File: src/rtl/wb_writeback_pkg.sv
// wb_writeback_pkg: shared constants and load-lane extraction for the writeback stage
package wb_writeback_pkg;
   localparam int DEF_REGFILE_SIZE = 32;
   localparam int DEF_FIFO_DEPTH = 2;
   localparam int DEF_DATA_W = 32;
   localparam logic [1:0] MEM_SIZE_BYTE = 2'd0;
   localparam logic [1:0] MEM_SIZE_HALF = 2'd1;
   localparam logic [1:0] MEM_SIZE_WORD = 2'd2;
   // Big-endian lanes: byte 0 sits in bits 31:24; reserved size 3 behaves as word.
   function automatic logic [31:0] ld_extract(input logic [31:0] w, input logic [1:0] size,
                                              input logic sext, input logic [1:0] boff);
      logic [7:0] b;
      logic [15:0] h;
      b = 8'(w >> {~boff, 3'b000});
      h = boff[1] ? w[15:0] : w[31:16];
      return size == MEM_SIZE_BYTE ? {{24{sext & b[7]}}, b} :
             size == MEM_SIZE_HALF ? {{16{sext & h[15]}}, h} : w;
   endfunction
endpackage

File: src/rtl/wb_load_fifo.sv
// wb_load_fifo: synchronous buffer of extracted load returns awaiting the write port
module wb_load_fifo #(
   parameter int DEPTH = 2,
   parameter int AW = 5,
   parameter int DW = 32,
   localparam int CW = $clog2(DEPTH + 1)
) (
   input  logic          CLK,
   input  logic          RST,
   input  logic          push,
   input  logic [AW-1:0] push_adr,
   input  logic [DW-1:0] push_data,
   input  logic          pop,
   output logic [AW-1:0] head_adr,
   output logic [DW-1:0] head_data,
   output logic          full,
   output logic          empty,
   output logic [CW-1:0] count
);
   localparam int PW = DEPTH > 1 ? $clog2(DEPTH) : 1;
   logic [AW-1:0] adr_q [DEPTH];
   logic [DW-1:0] data_q [DEPTH];
   logic [PW-1:0] rd, wr;
   logic do_push, do_pop;
   assign full = count == CW'(DEPTH);
   assign empty = count == '0;
   assign do_push = push & (!full | pop);
   assign do_pop = pop & !empty;
   assign head_adr = adr_q[rd];
   assign head_data = data_q[rd];
   always_ff @(posedge CLK or negedge RST) begin
      if (!RST) begin
         rd <= '0;
         wr <= '0;
         count <= '0;
      end else begin
         if (do_push) wr <= wr == PW'(DEPTH - 1) ? '0 : wr + 1'b1;
         if (do_pop) rd <= rd == PW'(DEPTH - 1) ? '0 : rd + 1'b1;
         count <= count + CW'(do_push) - CW'(do_pop);
      end
   end
   always_ff @(posedge CLK) begin
      if (do_push) begin
         adr_q[wr] <= push_adr;
         data_q[wr] <= push_data;
      end
   end
endmodule

File: src/rtl/wb_writeback.sv
// wb_writeback: merges ALU results and buffered load returns onto the register-file write port
module wb_writeback
   import wb_writeback_pkg::*;
#(
   parameter int REGFILE_SIZE = DEF_REGFILE_SIZE,
   parameter int FIFO_DEPTH = DEF_FIFO_DEPTH,
   parameter int DATA_W = DEF_DATA_W,
   localparam int AW = $clog2(REGFILE_SIZE)
) (
   input  logic                    CLK,
   input  logic                    RST,
   input  logic                    ex_valid,
   output logic                    ex_ready,
   input  logic [AW-1:0]           ex_wadr,
   input  logic [DATA_W-1:0]       ex_wdata,
   input  logic                    ld_issue,
   input  logic [AW-1:0]           ld_issue_adr,
   input  logic                    mem_valid,
   output logic                    mem_ready,
   input  logic [AW-1:0]           mem_wadr,
   input  logic [DATA_W-1:0]       mem_rdata,
   input  logic [1:0]              mem_size,
   input  logic                    mem_sext,
   input  logic [1:0]              mem_boff,
   output logic                    WE,
   output logic [AW-1:0]           Wadr,
   output logic [DATA_W-1:0]       Wdata,
   output logic [REGFILE_SIZE-1:0] busy
);
   localparam int CW = $clog2(FIFO_DEPTH + 1);
   logic [AW-1:0] head_adr, sel_adr;
   logic [DATA_W-1:0] head_data, sel_data;
   logic [CW-1:0] count;
   logic full, empty, ex_take, deq, enq, sel;
   logic [REGFILE_SIZE-1:0] busy_nxt;
   wb_load_fifo #(.DEPTH(FIFO_DEPTH), .AW(AW), .DW(DATA_W)) u_fifo (
      .CLK(CLK),
      .RST(RST),
      .push(enq),
      .push_adr(mem_wadr),
      .push_data(ld_extract(mem_rdata, mem_size, mem_sext, mem_boff)),
      .pop(deq),
      .head_adr(head_adr),
      .head_data(head_data),
      .full(full),
      .empty(empty),
      .count(count)
   );
   assign ex_ready = !full;
   assign mem_ready = !full;
   assign ex_take = ex_valid & ex_ready;
   // A full buffer forces ex_ready low, so the head drains on those cycles.
   assign deq = !empty & !ex_take;
   assign enq = mem_valid & mem_ready;
   assign sel = ex_take | deq;
   assign sel_adr = ex_take ? ex_wadr : head_adr;
   assign sel_data = ex_take ? ex_wdata : head_data;
   // Clear before set so a same-cycle reissue to the draining register stays busy.
   always_comb begin
      busy_nxt = busy & ~(deq ? REGFILE_SIZE'(1) << head_adr : '0);
      busy_nxt = busy_nxt | (ld_issue ? REGFILE_SIZE'(1) << ld_issue_adr : '0);
      busy_nxt[0] = 1'b0;
   end
   always_ff @(posedge CLK or negedge RST) begin
      if (!RST) begin
         WE <= 1'b0;
         Wadr <= '0;
         Wdata <= '0;
         busy <= '0;
      end else begin
         WE <= sel & |sel_adr;
         if (sel) begin
            Wadr <= sel_adr;
            Wdata <= sel_data;
         end
         busy <= busy_nxt;
      end
   end
endmodule

File: config.mk
export PLATFORM = sky130hd
export DESIGN_NAME = wb_writeback
export DESIGN_NICKNAME = d
export VERILOG_FILES = /design/src/rtl/wb_writeback_pkg.sv /design/src/rtl/wb_load_fifo.sv /design/src/rtl/wb_writeback.sv
export SDC_FILE = /design/constraint.sdc
export NUM_CORES = 1
export LEC_CHECK = 0
export ABC_AREA = 1
export ABC_CLOCK_PERIOD_IN_PS = 3600
export CORE_MARGIN = 2
export CORE_UTILIZATION = 40
export CTS_CLUSTER_SIZE = 25
export DETAILED_ROUTE_END_ITERATION = 12
export GPL_ROUTABILITY_DRIVEN = 0
export PLACE_DENSITY = 0.76
export SKIP_LAST_GASP = 1
export SYNTH_ARGS = -nofsm -noshare
export SYNTH_HDL_FRONTEND = slang
export SYNTH_HIERARCHICAL = 1
export SYNTH_SLANG_ARGS = --single-unit
File: constraint.sdc
create_clock -name CLK -period 3.6 [get_ports CLK]
set_clock_uncertainty 0.15 [all_clocks]
set_input_delay 0.54 -clock CLK [delete_from_list [all_inputs] [get_ports CLK]]
set_output_delay 0.54 -clock CLK [all_outputs]
set_load 0.01 [all_outputs]
==> metrics <==
vias in the first global route 5860; Final min period 2.45 ns; critical path endpoint category flop; fraction of the yosys area taken by sequential cells 57.7%; placed inst area 0.00871 sq mm; grt met1 use 25.4%; Setup Total Neg Slack 0 ns; DRC 0; maximum resistive drop on vdd 0.000434 V; Pwr Density 786 mW/mm^2; top cells by area, synth edfxtp_1, dfrtp_1, nand2_1, o21ai_0, inv_1; I/O Pins 161; CP arrival 2.60 ns; GR Overflow Total 0; Mapped Cells 807; area of the multi-input gates 0.00244 sq mm; FF/Latch Area 0.00405 sq mm; Hold Crit Class primary input to async pin; count of cell types in the netlist 30; Clock Sinks 147; vias per inst 5.08; Synth top area share 31.7%; Vias 6042; CP startpoint kind flop; Worst R2R Setup Slack 1.15 ns; Syn Std Cell Area 0.00701 sq mm; crit-path max FO 38; Power Internal 4.70 mW; RSZ-0062 raised after global routing false; synthesized area per cell 8.69 sq um; clock-pin slew on the worst setup and hold paths 0.06 ns; Slew Viols, Final 0; met2 Resource Use GR 33.4%; Yosys top cell by area edfxtp_1; number of synthesized flops with an enable pin 74; initial core utilization 40.7%; Slew @ Worst Pin 0.945 ns; Switching Power 2.60 mW; Fin. Hold Viols 0; clock buffer count from CTS 17; Syn. warnings 6; routed len/inst 15.0 microns; Worst Reg-to-Reg Cells 8; filler instances 1538; antenna-violating nets left 0; hold_buf cts 0; GRT met3 Usage 5.11%; final setup fails 0; FMAX 408 MHz; ANT cells 0; core area 0.0172 sq mm; # Max-Cap Violations 0; grt peak-use layer met2; Final Instance Area 0.00930 sq mm; Skew-Pair Late Insertion Delay 0.42 ns; DRT Pass-1 Iters 5; Static Leak 4.04 nW; Yosys reg bits 147; Clock Tree Buf Depth 2; CTS tree yes; max_slew headroom 37.0%; Die W 136 microns; reg2reg end busy[25]; Post-Route WL 17900 microns; main flop type after synthesis edfxtp_1; full die area 0.0186 sq mm; Final nets 1042; Worst Setup SP u_fifo/rd; initial DRC count 432; ys async rst share 49.7%; total track usage 20.2%; outcome finished, final reports clean; Reg2Reg Launch Point u_fifo/rd; HPWL after DPL 12500 microns; sequential share of power 37.4%; Comb power frac 39.0%; Net Sw Frac 35.7%; Port-buffer cells 159; post-synth net total 898; layout cells sized above 1 5.39%; crit path to busy[25]; initial antenna violation count 0; CTS H-tree depth 4; fin crit share 68.0%; Clock Power Share 23.6%; clk root buf clkbuf_16; first-pass GRT wire length 28700 microns; Worst EP required 3.75 ns; Setup CP Type flop to flop; largest net degree at the start of global routing 74; Area growth, synth to finish 32.5%; post-CTS setup repair buffer count 0; Post-CTS Resized 0; Die Y-Extent 136 microns; placement row count 48
==> cell families (layout without fill, tap and decap cells) <==
logic type      Yosys count  after routing  share of synthesized area [%]
compound gates          119            119                           9.22
other cells               1              1                         0.0535
xor+xnor                  2              2                          0.250
fa+ha+maj                 2              2                          0.357
simple gates            419            419                           24.8
buf+inv                 117            274                           7.55
flops                   147            147                           57.7
==> how the worst min path moves through the flow <==
stage	start	endpoint	slack (ns)	depth (start not counted)
3_5_place_dp	u_fifo/wr	u_fifo/wr	0.32	2
5_1_grt	RST	Wdata[24]	0.20	1
2_1_floorplan	RST	WE	0.09	0
3_3_place_gp	u_fifo/wr	u_fifo/wr	0.30	2
4_1_cts	RST	Wdata[24]	0.15	1
6_report	RST	Wdata[24]	0.12	1
==> area by class of cell <==
class / count / area share, %
Clock buffer: 22 / 5.24
Clock inverter: 10 / 1.04
Sequential cell: 147 / 43.6
Inverter: 76 / 3.07
Timing Repair Buffer: 166 / 17.8
Tap cell: 225 / 3.03
Multi-Input combinational cell: 543 / 26.3
==> metrics by stage <==
| step | power (mW) | worst slack (ns) | instances | hold WS (ns) | util [%] |
|---|---|---|---|---|---|
| after floorplan | 4.27 | 0.0457 | 807 | 0.0944 | - |
| after global placement | 5.56 | 0.955 | 1157 | 0.305 | 50.5 |
| after detailed placement | 5.64 | 0.900 | 1157 | 0.321 | 50.5 |
| after CTS | 7.37 | 1.13 | 1189 | 0.147 | 53.9 |
| after global routing | 7.80 | 0.886 | 1189 | 0.201 | 53.9 |
| final | 7.31 | 1.15 | 1189 | 0.119 | 53.9 |
==> synthesized netlist by cell type (2+ instances only) <==
library cell,instances
a21oi_1,3
buf_2,15
buf_4,5
buf_6,7
clkbuf_1,14
dfrtp_1,73
edfxtp_1,74
ha_1,2
inv_1,71
inv_2,4
nand2_1,326
nand2_2,2
nand3_1,51
nand4_1,16
nor2_1,9
nor2_2,3
nor3_1,6
nor4_1,2
o211ai_1,18
o21ai_0,96
==> critical path, stage by stage (launching register included) <==
cell	delay [ns]
dfrtp_1	0.36
buf_4	0.39
nand2_1	0.09
nand2_1	0.36
inv_1	0.25
nor3_1	0.34
nand2_1	0.12
o21ai_0	0.18
nand2_1	0.07
==> state kept, by name, summed over array words and instances (netlist names) <==
signal         flops
Wdata             32
WE                 1
Wadr               5
u_fifo/wr          1
u_fifo/count       2
busy              31
u_fifo/data_q     64
u_fifo/rd          1
u_fifo/adr_q      10
==> power groups by stage <==
stage / clock [mW] / combinational, mW / sequential (mW)
floorplan: 0 / 1.37 / 2.90
global placement: 0 / 2.82 / 2.74
detailed placement: 0 / 2.88 / 2.76
CTS: 1.75 / 2.89 / 2.73
global route: 1.83 / 3.18 / 2.79
finish: 1.72 / 2.85 / 2.73
==> metal layers <==
| layer | wire length, microns | up-vias | share of wire [%] |
|---|---|---|---|
| li1 | - | 2935 | - |
| met1 | 7380 | 2792 | 41 |
| met2 | 8660 | 280 | 48 |
| met3 | 1470 | 35 | 8.2 |
| met4 | 381 | 0 | 2.1 |
| met5 | 0 | - | 0 |
==> placed cells by master (no fill, tap or decap), types with 8 or more instances in the layout <==
cell type / Yosys / layout
clkbuf_16: 0 / 19
clkdlybuf4s50_1: 0 / 158
dfrtp_1: 73 / 73
edfxtp_1: 74 / 74
inv_1: 71 / 71
nand2_1: 326 / 326
nand3_1: 51 / 51
nand4_1: 16 / 16
nor2_1: 9 / 8
o211ai_1: 18 / 18
o21ai_0: 96 / 96
Note: power is estimated with default switching activity, not from simulation.
